<file path="src/rtl/bus_cycle_control.sv">
// CPU bus cycle sequencer: DSACK generation with per-device wait states,
// BERR on unmapped accesses and watchdog expiry, and the reset-vector overlay flag.
module bus_cycle_control #(
  parameter int unsigned FAST_WAIT     = 1,
  parameter int unsigned SLOW_WAIT     = 4,
  parameter int unsigned TIMEOUT       = 200,
  parameter int unsigned VECTOR_CYCLES = 4
) (
  input  logic       clock,
  input  logic       reset_n,
  input  logic       as,
  input  logic [1:0] port_width,
  input  logic       slow_device,
  input  logic       cycle_other,
  output logic [1:0] dsack_n,
  output logic       berr_n,
  output logic       vector_fetched,
  output logic       cycle_busy
);

  typedef enum logic [2:0] {
    ST_IDLE   = 3'd0,
    ST_WAIT   = 3'd1,
    ST_ACK    = 3'd2,
    ST_EXTERN = 3'd3,
    ST_BERR   = 3'd4
  } state_t;

  localparam logic [7:0] FAST_LOAD    = 8'(FAST_WAIT);
  localparam logic [7:0] SLOW_LOAD    = 8'(SLOW_WAIT);
  localparam logic [7:0] TIMEOUT_LAST = 8'(TIMEOUT - 1);
  localparam logic [2:0] VECTOR_LAST  = 3'(VECTOR_CYCLES - 1);

  state_t     state_r;
  logic [1:0] width_r;
  logic [7:0] wait_cnt_r;
  logic [7:0] watchdog_r;
  logic [2:0] vector_cnt_r;

  // DSACK pins are the inverted port-width code: byte 10, word 01, long 00.
  function automatic logic [1:0] dsack_encode(input logic [1:0] width);
    return ~width;
  endfunction

  // Cycle state machine with registered pin outputs and all cycle counters.
  always_ff @(posedge clock or negedge reset_n) begin
    if (!reset_n) begin
      state_r        <= ST_IDLE;
      width_r        <= 2'b00;
      wait_cnt_r     <= 8'd0;
      watchdog_r     <= 8'd0;
      vector_cnt_r   <= 3'd0;
      dsack_n        <= 2'b11;
      berr_n         <= 1'b1;
      vector_fetched <= 1'b0;
      cycle_busy     <= 1'b0;
    end else begin
      case (state_r)
        ST_IDLE: begin
          watchdog_r <= 8'd0;
          dsack_n    <= 2'b11;
          berr_n     <= 1'b1;
          if (as) begin
            cycle_busy <= 1'b1;
            if (cycle_other) begin
              state_r <= ST_EXTERN;
            end else if (port_width == 2'b00) begin
              state_r <= ST_BERR;
              berr_n  <= 1'b0;
            end else begin
              state_r    <= ST_WAIT;
              width_r    <= port_width;
              wait_cnt_r <= slow_device ? SLOW_LOAD : FAST_LOAD;
            end
          end else begin
            cycle_busy <= 1'b0;
          end
        end

        ST_WAIT: begin
          watchdog_r <= watchdog_r + 8'd1;
          if (!as) begin
            state_r    <= ST_IDLE;
            cycle_busy <= 1'b0;
          end else if (watchdog_r == TIMEOUT_LAST) begin
            state_r <= ST_BERR;
            berr_n  <= 1'b0;
          end else if (wait_cnt_r == 8'd0) begin
            state_r <= ST_ACK;
            dsack_n <= dsack_encode(width_r);
          end else begin
            wait_cnt_r <= wait_cnt_r - 8'd1;
          end
        end

        ST_ACK: begin
          if (!as) begin
            state_r    <= ST_IDLE;
            dsack_n    <= 2'b11;
            cycle_busy <= 1'b0;
            // Only completed, self-terminated cycles advance the vector fetch.
            if (!vector_fetched) begin
              vector_cnt_r <= vector_cnt_r + 3'd1;
              if (vector_cnt_r == VECTOR_LAST) begin
                vector_fetched <= 1'b1;
              end else begin
                vector_fetched <= 1'b0;
              end
            end else begin
              vector_fetched <= 1'b1;
            end
          end else begin
            dsack_n <= dsack_encode(width_r);
          end
        end

        ST_EXTERN: begin
          watchdog_r <= watchdog_r + 8'd1;
          if (!as) begin
            state_r    <= ST_IDLE;
            cycle_busy <= 1'b0;
          end else if (watchdog_r == TIMEOUT_LAST) begin
            state_r <= ST_BERR;
            berr_n  <= 1'b0;
          end else begin
            state_r <= ST_EXTERN;
          end
        end

        ST_BERR: begin
          dsack_n <= 2'b11;
          if (!as) begin
            state_r    <= ST_IDLE;
            berr_n     <= 1'b1;
            cycle_busy <= 1'b0;
          end else begin
            berr_n <= 1'b0;
          end
        end

        default: begin
          state_r    <= ST_IDLE;
          dsack_n    <= 2'b11;
          berr_n     <= 1'b1;
          cycle_busy <= 1'b0;
        end
      endcase
    end
  end

endmodule

</file>
<file path="config.mk">
export PLATFORM = sky130hd
export DESIGN_NAME = bus_cycle_control
export DESIGN_NICKNAME = d
export VERILOG_FILES = /design/src/rtl/bus_cycle_control.sv
export SDC_FILE = /design/constraint.sdc
export NUM_CORES = 1
export LEC_CHECK = 0
export CORE_ASPECT_RATIO = 0.75
export CORE_MARGIN = 2
export CORE_UTILIZATION = 32
export CTS_BUF_LIST = sky130_fd_sc_hd__clkbuf_16
export DETAILED_ROUTE_END_ITERATION = 6
export PLACE_DENSITY = 0.55
export SYNTH_ARGS = -nofsm -noshare
export SYNTH_HDL_FRONTEND = slang
export SYNTH_SLANG_ARGS = --single-unit
</file>
<file path="constraint.sdc">
create_clock -name clock -period 3.65 [get_ports clock]
set_input_delay 0.73 -clock clock [delete_from_list [all_inputs] [get_ports clock]]
set_output_delay 0.73 -clock clock [all_outputs]
set_load 0.05 [all_outputs]
</file>
==> impl_metrics.tcl, run 1 <==
set metrics [dict create \
    track_usage 0.137 \
    cp_slowest_cell "clkdlybuf4s50_1" \
    async_flop_share 1.00 \
    yosys_register_bits 29 \
    design.core.area_mm2 0.00484 \
    ys_top_cells_by_count "dfrtp_1 (26), nor2_1 (13), nand2_1 (12)" \
    cp-start-kind "flip-flop" \
    holdCritPathClass "reg2reg" \
    netlist_top_cells_area "dfrtp_1 (41%), dfstp_2 (5.0%), ha_1 (3.9%), o21ai_0 (3.2%), nor2_1 (3.1%)" \
    crit_path_end_kind "output port" \
    row_count 22 \
    gr-max-usage-layer "met2" \
    dieWidth_um 85.3 \
    grt_use_met3 0.0382 \
    grt_pass1_wl_um 6020 \
    worstPathMaxFanout 2 \
    clk_pin_slew_ns 0.05 \
    cts_sinks 29 \
    tightestPinTransition_ns 0.696 \
    max_stage_delay_ns 0.79 \
    tns_ns 0 \
    rsz0062_at_grt "false" \
    yosys.area.top_type "dfrtp_1" \
    start_util 0.327 \
    grt_pass1_vias 1282 \
    seq_area_frac_synth 0.460 \
    path_buf_inv 1 \
    viasPerCell 5.55 \
    post_cts_buffers 0 \
    cts_tree "built" \
    regArea_um2 729 \
    drtIter0Drc 88 \
    vias 1283 \
    clock_latency_ns 0.27 \
    placed_area_mm2 0.00174 \
    syn_inst 158 \
    worstSetupPathType "reg2out" \
    ir_drop_mv 0.427 \
    synth_top_area_share 0.410 \
    fin_area_mm2 0.00188 \
    clockBufferDepth 2 \
    first_pass_iters 4 \
    drt-total-wl_um 3400 \
    drive_gt1_frac 0.140 \
    max_cap_violations 0 \
    cts_resized 0 \
    die_h_um 65.0 \
    drv_slew 0 \
    synth-main-ff-cell "dfrtp_1" \
    grtUsageMet1 0.188 \
    finalCriticalPeriod_ns 2.32 \
    antenna_found_initial 0 \
    cp.required_ns 2.92 \
    p_leak_nw 0.789 \
    yosysWarnings 0 \
    drc 0 \
    syn-num-nets 170 \
    crit_family "buffers and inverters" \
    n_antenna_cell 0 \
    grt_util_met2 0.209 \
    routedWlPerCell_um 14.7 \
    skew_ns 0.00434 \
    syn_area_mm2 0.00159 \
    n_fill_cell 485 \
    gp_congestion 0.877 \
    cts_buffers 5 \
    grt_max_degree 18 \
    outcome "complete, no violations" \
    io_pins 12 \
    cp_cell_sequence "clkdlybuf4s50_1" \
    portBuffers 11 \
    ant_nets 0 \
    hold_viol_final 0 \
    syn_avg_cell_area_um2 10.0 \
    cp_data_arrival_time_ns 1.59 \
    setup_viol 0 \
    area_growth_pct 18.3 \
    final_core_util 0.387 \
    grt-ovfl-total 0 \
    die-area_mm2 0.00554 \
    synth.distinct_cells 49 \
    relSlewSlack 0.531 \
    multi_input_area_um2 790 \
    postCtsHoldBufs 0 \
    hpwl_um 2530 \
    yosysMostFrequentCell "dfrtp_1" \
    max_freq_mhz 430 \
    min_period_over_period 0.637 \
    h-tree-depth 2 \
    synth_edf_count 0 \
    p_per_area_mw_per_mm2 782 \
    cts.root.buffer_cell "clkbuf_16" \
    final_nets 182 \
]
final cells by class:
cell class | instances | area share
flip-flops and latches | 29 | 0.389
well taps | 60 | 0.0400
clock buffers | 5 | 0.0667
multi-input cells | 115 | 0.421
inverters | 7 | 0.0153
clock inverters | 3 | 0.00600
repair buffers | 12 | 0.0627
per-layer routing:
layer	routed length [µm]	share of wire	vias to the layer above
li1	-	-	615
met1	1660	0.49	635
met2	1530	0.45	28
met3	162	0.048	5
met4	36	0.011	0
met5	0	0	-
layout by cell type (no fill, tap or decap), types with 2 or more instances in the layout:
| cell | Yosys | layout |
|---|---|---|
| nor3_1 | 5 | 5 |
| dfstp_2 | 3 | 3 |
| o22a_1 | 2 | 2 |
| clkdlybuf4s50_1 | 0 | 11 |
| clkbuf_16 | 0 | 5 |
| ha_1 | 5 | 5 |
| dfrtp_1 | 26 | 26 |
| o211ai_1 | 2 | 2 |
| a21o_1 | 3 | 3 |
| a31oi_1 | 5 | 5 |
| mux2i_1 | 4 | 4 |
| mux2_2 | 4 | 4 |
| nand2_1 | 12 | 12 |
| nand2b_1 | 2 | 2 |
| inv_1 | 6 | 8 |
| o31ai_1 | 2 | 2 |
| a21oi_1 | 8 | 8 |
| nand3_1 | 5 | 5 |
| nand4_1 | 4 | 4 |
| a22o_1 | 2 | 2 |
| nor2b_1 | 2 | 2 |
| o41ai_2 | 2 | 2 |
| nor2_1 | 13 | 13 |
| o21ai_0 | 10 | 10 |
sequential cells by signal, summed over array words and instances, names as in the netlist:
name,flops
dsack_n,2
vector_cnt_r,3
width_r,2
wait_cnt_r,8
state_r,3
vector_fetched,1
watchdog_r,8
berr_n,1
cycle_busy,1
where the power goes:
group	switching [mW]	total, mW	internal (mW)	leakage, nW
clock network	0.126	0.369	0.244	0.0738
logic	0.335	0.550	0.214	0.345
registers	0.115	0.548	0.433	0.370
total	0.576	1.47	0.891	0.789
kinds of logic after synthesis:
logic type	share of synthesized area
and+or+nand+nor	0.187
AOI/OAI and AO/OA	0.212
DFF	0.460
buffers and inverters	0.0426
muxes	0.0536
adders and majority gates	0.0394
xor gates and xnor gates	0.00552
path summary, 6_finish.rpt:
| check | startpoint | end | slack (ns) | cells after the start |
|---|---|---|---|---|
| setup reg to reg | state_r[0] | wait_cnt_r[0] | 1.57 | 5 |
| hold reg to reg | width_r[0] | dsack_n[0] | 0.42 | 1 |
| hold / removal | width_r[0] | dsack_n[0] | 0.42 | 1 |
| setup / recovery | berr_n | berr_n | 1.33 | 1 |
| min in group asynchronous | reset_n | vector_cnt_r[1] | 0.82 | 1 |
| max in group asynchronous | reset_n | wait_cnt_r[2] | 2.18 | 2 |
through the flow:
| step | setup slack (ns) | std cells | total power [mW] | hold slack (ns) |
|---|---|---|---|---|
| final | 1.33 | 231 | 1.47 | 0.420 |
| after global routing | 1.22 | 231 | 1.57 | 0.466 |
| after detailed placement | 1.11 | 223 | 1.10 | 0.408 |
| after floorplan | 1.78 | 158 | 0.949 | 0.389 |
| after CTS | 1.32 | 231 | 1.48 | 0.424 |
| after global placement | 1.16 | 223 | 1.08 | 0.421 |
Note: power is estimated with default switching activity, not from simulation.
==> run 2: changes to the inputs <==
Clock period 3.65 ns to 2.3 ns, I/O delays scaled along.
==> run 2 against run 1 <==
  * Flip-flop and latch count unchanged
  * Non-clock buffer count increased by 5
  * Register-to-register slack got worse by 1.2 ns
  * Sequential power increased by 59%
  * Cell count increased by 2.2%
  * Combinational power increased by 62%
  * Critical path type unchanged
  * Largest cell class unchanged
  * Highest routed layer unchanged
==> impl_metrics.tcl, run 2 (synthesis results as in run 1) <==
set metrics [dict create \
    outcome "complete, no violations" \
    tightestPinTransition_ns 0.724 \
    clockBufferDepth 2 \
    start_util 0.327 \
    final_nets 187 \
    final_cell_mix "dfrtp_1 (26), nor2_1 (13), nand2_1 (12)" \
    path_buf_inv 1 \
    antenna_found_initial 0 \
    routedWlPerCell_um 14.2 \
    max_cap_violations 0 \
    crit_family "buffers and inverters" \
    worstPathMaxFanout 2 \
    skew_ns 0.00580 \
    dieWidth_um 85.3 \
    portBuffers 11 \
    row_count 22 \
    cp_cell_sequence "clkdlybuf4s50_1" \
    cts.root.buffer_cell "clkbuf_16" \
    max_freq_mhz 485 \
    hold_viol_final 0 \
    min_period_over_period 0.896 \
    tns_ns 0 \
    dp_cells 228 \
    setup_viol 0 \
    worstSetupPathDepth 1 \
    cts_resized 0 \
    reg.largest.list "wait_cnt_r: 8 flops, watchdog_r: 8 flops" \
    power.total_mw 2.36 \
    h-tree-depth 2 \
    relSlewSlack 0.512 \
    cp.required_ns 1.84 \
    p_per_area_mw_per_mm2 1230 \
    grt_max_degree 16 \
    crit_path_end_kind "output port" \
    drc 0 \
    worstSetupPathType "reg2out" \
    die_h_um 65.0 \
    n_antenna_cell 0 \
    grt_pass1_vias 1207 \
    die-area_mm2 0.00554 \
    finalCriticalPeriod_ns 2.06 \
    grt-ovfl-total 0 \
    first_pass_iters 4 \
    clk_pin_slew_ns 0.05 \
    gp_congestion 0.824 \
    setup_ws_ns 0.240 \
    holdCritPathClass "reg2reg" \
    p_leak_nw 0.814 \
    mostFrequentLayoutCell "dfrtp_1" \
    cts_sinks 29 \
    place_ws_ns 0.162 \
    r2r.worst_path.cells 5 \
    drt-total-wl_um 3340 \
    ir_drop_mv 0.612 \
    cts_buffers 5 \
    hpwl_um 2500 \
    cp_slowest_cell "clkdlybuf4s50_1" \
    hold_depth 1 \
    ant_nets 0 \
    grt_pass1_wl_um 5950 \
    viasPerCell 5.33 \
    io_pins 12 \
    cts_tree "built" \
    drv_slew 0 \
    cp-start-kind "flip-flop" \
    clock_latency_ns 0.27 \
    rsz0062_at_grt "false" \
    post_cts_buffers 0 \
    design.core.area_mm2 0.00484 \
    postCtsHoldBufs 0 \
    final_cells 236 \
    cp_data_arrival_time_ns 1.60 \
    max_stage_delay_ns 0.80 \
    track_usage 0.138 \
    area_growth_pct 20.7 \
    drive_gt1_frac 0.165 \
    n_fill_cell 485 \
    drtIter0Drc 113 \
    vias 1257 \
]
==> run 2: cell count changes in the layout (fill, tap and decap cells not counted) <==
cell,delta
buf_4,+5
==> run 2: path summary, 6_finish.rpt <==
kind                                from       endpoint  slack, ns
max                           dsack_n[0]     dsack_n[0]       0.24
min                           width_r[0]     dsack_n[0]       0.43
max reg2reg                watchdog_r[0]  wait_cnt_r[0]       0.37
min reg2reg                   width_r[0]     dsack_n[0]       0.43
max in group asynchronous        reset_n         berr_n       1.54
min in group asynchronous        reset_n     width_r[0]       0.53
==> run 2: stage by stage <==
| stage | hold slack [ns] | util | area, µm² |
|---|---|---|---|
| after detailed placement | 0.420 | 0.367 | 1780 |
| after CTS | 0.431 | 0.395 | 1910 |
| after floorplan | 0.164 | - | 1590 |
| final | 0.427 | 0.395 | 1910 |
| after global placement | 0.422 | 0.367 | 1780 |
| after global routing | 0.444 | 0.395 | 1910 |
==> run 2: cell type report <==
| type | count | area (µm²) | area share |
|---|---|---|---|
| Tap cell | 60 | 75.1 | 0.0392 |
| Multi-Input combinational cell | 115 | 790 | 0.412 |
| Clock inverter | 3 | 11.3 | 0.00588 |
| Inverter | 7 | 28.8 | 0.0150 |
| Sequential cell | 29 | 729 | 0.381 |
| Timing Repair Buffer | 17 | 155 | 0.0810 |
| Clock buffer | 5 | 125 | 0.0654 |
==> run 2: routing by layer <==
layer  share of wire  vias to the layer above  GRT usage
met5               0                        -          0
met4           0.014                        0     0.0476
met3           0.054                        5     0.0318
met2            0.43                       31      0.201
met1            0.51                      594      0.201
li1                -                      627          -
==> run 2: worst reg2reg max path, cell delays in order (launching register included) <==
cell      delay (ns)
dfrtp_1         0.39
ha_1            0.22
nand3b_1        0.16
o41ai_2         0.62
a21oi_1         0.19
o22a_1          0.24
==> run 2: power by group <==
group	switching, mW	internal, mW	total [mW]
combinational	0.538	0.356	0.893
clock	0.208	0.387	0.596
sequential	0.182	0.687	0.869
total	0.928	1.43	2.36
==> edit 1, RTL diff (settings of run 1) <==
Re-encode `state_t` (5 states) as one-hot, 5 bits wide.
--- a/src/rtl/bus_cycle_control.sv
+++ b/src/rtl/bus_cycle_control.sv
@@ -18,12 +18,12 @@
   output logic       cycle_busy
 );
 
-  typedef enum logic [2:0] {
-    ST_IDLE   = 3'd0,
-    ST_WAIT   = 3'd1,
-    ST_ACK    = 3'd2,
-    ST_EXTERN = 3'd3,
-    ST_BERR   = 3'd4
+  typedef enum logic [4:0] {
+    ST_IDLE   = 5'b00001,
+    ST_WAIT   = 5'b00010,
+    ST_ACK    = 5'b00100,
+    ST_EXTERN = 5'b01000,
+    ST_BERR   = 5'b10000
   } state_t;
 
   localparam logic [7:0] FAST_LOAD    = 8'(FAST_WAIT);
Formal check against the unedited RTL: same outputs for any inputs over 10 cycles, from zero or initial values and one cycle with reset_n low; not proved beyond that.
==> edit 1 against run 1 <==
- cell area rose by 11%
- largest power group unchanged
- fmax fell by 2.4%
- area after synthesis rose by 14%
- power rose by 7.4%
- routed wire length rose by 13%
- clock skew rose by 0.0018 ns
- utilization fell by 0.23 points
- sequential cell count rose by 2
- setup slack got worse by 0.058 ns
==> edit 1: results <==
[min_path]
worstHoldStart = "width_r[1]$_DFFE_PN0P_"
hold_class = "flip-flop to flip-flop"
min_to = "dsack_n[1]$_DFFE_PN1P_"
hold_depth = 1

[routing]
dr.pass1.iters = 4
route.vias.total = 1377
drt_wl_total_mm = 3.82
drt-initial-drc-count = 137

[global_route]
grt_pass1_vias = 1229
grt_pass1_wl_mm = 6.42
grt_max_degree = 32
antenna_found_initial = 0
grt_usage = 0.129

[setup_path]
r2r_end = "state_r[0]$_DFFE_PN1P_"
cpPeakStageDelay_ns = 0.76
crit_family = "buffers and inverters"
slowest_stage = "clkdlybuf4s50_1"
crit_arrival_ns = 2.53
r2r_cells = 5
cp_max_fo = 12
r2r_setup_slack_ns = 1.60
reg2reg_from = "wait_cnt_r[4]$_DFFE_PN0P_"

[synthesis]
synth_ff_type = "dfrtp_1"
yosysSeqAreaShare = 0.431
ys_top_cells_by_area = "dfrtp_1, dfstp_2, ha_1"
yosysWarnings = 0
syn_nets = 190
async_flop_share = 1.00
yosys-top-cells-count = "dfrtp_1, nand2_1, nor2_1"
ys_types = 58

[status]
outcome = "completed"

[clock_tree]
numCtsBuffers = 5
cts_resized = 0
cts_max_level = 2
clk_latency_ns = 0.27
clockBufferDepth = 2
post-cts-setup-buffer-count = 0
root_buffer = "clkbuf_16"
clkTransAtPathRegs_ns = 0.05

[sta]
final.setup_skew_ns = 0.00612
hold_slack_ns = 0.437
relSlewSlack = 0.496
hold_viol_final = 0

[placement]
finalWeightedCongestion = 0.733
dp_hpwl_mm = 2.74
portBuffers = 11

[layout]
fin_nets = 201
fillers = 562
largestRegisters = "wait_cnt_r: 8 flops, watchdog_r: 8 flops, state_r: 5 flops"
antenna_cells = 0
drive_gt1_frac = 0.164

[power]
leakage_nw = 0.854
ir_drop_mv = 0.252
edit 1: changes by cell type in the layout (fill, tap and decap cells not counted), sizes merged, moves of 4 or more:
cell,run 1,this run
nand3,5,9
inv,9,4
nor3,7,2
nor2,13,17
edit 1: area by class of cell:
class / count / area, um2 / area share
Multi-Input combinational cell: 135 / 942 / 0.452
Sequential cell: 31 / 781 / 0.375
Clock buffer: 5 / 125 / 0.0601
Timing Repair Buffer: 12 / 118 / 0.0565
Tap cell: 75 / 93.8 / 0.0450
Inverter: 4 / 15.0 / 0.00721
Clock inverter: 2 / 8.76 / 0.00420
edit 1: worst max-delay path by stage:
stage               start                   endpoint  slack, ns  depth (start not counted)
global placement       as     state_r[2]$_DFFE_PN0P_       1.02                          5
global route           as  wait_cnt_r[7]$_DFFE_PN0P_       1.11                          4
finish                 as  wait_cnt_r[7]$_DFFE_PN0P_       1.27                          4
detailed placement     as  wait_cnt_r[7]$_DFFE_PN0P_       0.99                          4
floorplan              as     state_r[2]$_DFFE_PN0P_       1.81                          4
CTS                    as  wait_cnt_r[7]$_DFFE_PN0P_       1.27                          4
edit 1: kinds of logic after synthesis:
group	synth area share
flops	0.431
fa+ha+maj	0.0346
buf+inv	0.0484
xor+xnor	0.0194
simple gates	0.234
mux	0.0228
compound gates	0.209
edit 1: power by group:
| part | total, mW | internal (mW) | switching [mW] |
|---|---|---|---|
| sequential | 0.585 | 0.453 | 0.131 |
| combinational | 0.611 | 0.257 | 0.354 |
| clock | 0.380 | 0.244 | 0.136 |
edit 1: per-stage QoR:
step | area (um2) | std cells | setup WS [ns]
finish | 2080 | 264 | 1.27
global route | 2080 | 264 | 1.11
CTS | 2080 | 264 | 1.27
detailed placement | 1950 | 257 | 0.986
global placement | 1950 | 257 | 1.02
floorplan | 1810 | 178 | 1.81
edit 1: per-layer routing:
layer / GRT usage / part of all wire / routed length, um
met3: 0.0339 / 0.054 / 207
met2: 0.164 / 0.40 / 1510
met5: 0 / 0 / 0
met4: 0.0404 / 0.0097 / 37
met1: 0.208 / 0.54 / 2070
==> edit 2, RTL diff (flow settings as in run 1) <==
Without the edit above. Set the parameter `TIMEOUT` to 128 (it was 200).
--- a/src/rtl/bus_cycle_control.sv
+++ b/src/rtl/bus_cycle_control.sv
@@ -3,7 +3,7 @@
 module bus_cycle_control #(
   parameter int unsigned FAST_WAIT     = 1,
   parameter int unsigned SLOW_WAIT     = 4,
-  parameter int unsigned TIMEOUT       = 200,
+  parameter int unsigned TIMEOUT       = 128,
   parameter int unsigned VECTOR_CYCLES = 4
 ) (
   input  logic       clock,
Function: same outputs for any inputs over 10 cycles, from zero or initial values and one cycle with reset_n low; that may be too few to reach the edited logic, so the function may still have changed.
==> edit 2 against run 1 <==
- largest cell class unchanged
- highest routed layer unchanged
- power grew 9.6%
- critical endpoint is now wait_cnt_r[4]$_DFFE_PN0P_
- sequential cell count unchanged
- setup slack worse by 0.30 ns
- routed wire length increased by 2.6%
- cell area up 2.7%
- via count grew 2.2%
- critical path depth increased by 4
- area after synthesis rose by 2.1%
==> edit 2: results <==
[setup_path]
endpoint = "wait_cnt_r[4]$_DFFE_PN0P_"
crit_family = "simple AND/OR/NAND/NOR gates"
r2r_setup_slack_ns = 1.32
crit_start = "as"
crit_arrival_ns = 2.77
r2r_cells = 4
slowest_stage = "clkdlybuf4s50_1"
cpPeakStageDelay_ns = 0.69
cp_max_fo = 11

[placement]
place_area_um2 = 1790
dp_hpwl_mm = 2.56
finalWeightedCongestion = 0.822
place_ws_ns = 0.746
dp.cells = 232

[synthesis]
synthCells = 166
syn_nets = 178
ys_types = 46
async_flop_share = 1.00
yosys-top-cells-count = "dfrtp_1, nand2_1, nor2_1"
yosysSeqAreaShare = 0.451
ys_top_cells_by_area = "dfrtp_1, dfstp_2, ha_1"

[sta]
timing.final.crit_share = 0.718
final.setup_skew_ns = 0.00380
fin_setup_tns_ns = 0
relSlewSlack = 0.523

[global_route]
grt_pass1_vias = 1240
grt_max_degree = 30
antenna_found_initial = 0
grt_usage = 0.138
grt_pass1_wl_mm = 5.90

[clock_tree]
clk_latency_ns = 0.27
root_buffer = "clkbuf_16"
numCtsBuffers = 5

[layout]
final-instance-count-excl-fill = 240
drive_gt1_frac = 0.111
fin_nets = 191
fillers = 480
largestRegisters = "wait_cnt_r: 8 flops, watchdog_r: 8 flops"

[routing]
drt_wl_total_mm = 3.48
vias_per_cell = 5.46
drt-initial-drc-count = 47

[power]
ir_drop_mv = 0.352
leakage_nw = 0.824

[status]
outcome = "completed"
-- edit 2: power breakdown --
part	internal (mW)	switching (mW)
Sequential	0.444	0.126
Combinational	0.277	0.380
Clock	0.246	0.134
-- edit 2: routing by layer --
metal  wire length [um]  GRT usage  share of wire
met5                  0          0              0
met4                 62     0.0655          0.018
met3                169     0.0377          0.049
met2               1430      0.181           0.41
met1               1820      0.204           0.52
-- edit 2: how the worst min path moves through the flow --
stage	startpoint	slack, ns	end	cells after the start
6_report	vector_fetched$_DFFE_PN0P_	0.48	vector_fetched$_DFFE_PN0P_	1
4_1_cts	watchdog_r[7]$_DFFE_PN0P_	0.48	watchdog_r[7]$_DFFE_PN0P_	1
3_3_place_gp	vector_cnt_r[0]$_DFFE_PN0P_	0.46	vector_cnt_r[0]$_DFFE_PN0P_	1
5_1_grt	vector_fetched$_DFFE_PN0P_	0.50	vector_fetched$_DFFE_PN0P_	1
3_5_place_dp	watchdog_r[7]$_DFFE_PN0P_	0.47	watchdog_r[7]$_DFFE_PN0P_	1
2_1_floorplan	reset_n	0.43	cycle_busy$_DFFE_PN0P_	0
-- edit 2: logic make-up after synthesis --
group | count (synthesis) | synth area share
flip-flops | 29 | 0.451
AND/OR/NAND/NOR | 61 | 0.202
XOR/XNOR | 2 | 0.0108
AO/OA/AOI/OAI | 47 | 0.214
buffers and inverters | 16 | 0.0441
multiplexers | 6 | 0.0394
adder cells (fa/ha/maj) | 5 | 0.0386
-- edit 2: cell type report --
cell class / count / area share
tap: 60 / 0.0389
inverter: 7 / 0.0136
sequential: 29 / 0.378
multi-input combinational: 121 / 0.424
clock buffer: 5 / 0.0649
clock inverter: 3 / 0.00714
timing repair buffer: 15 / 0.0727
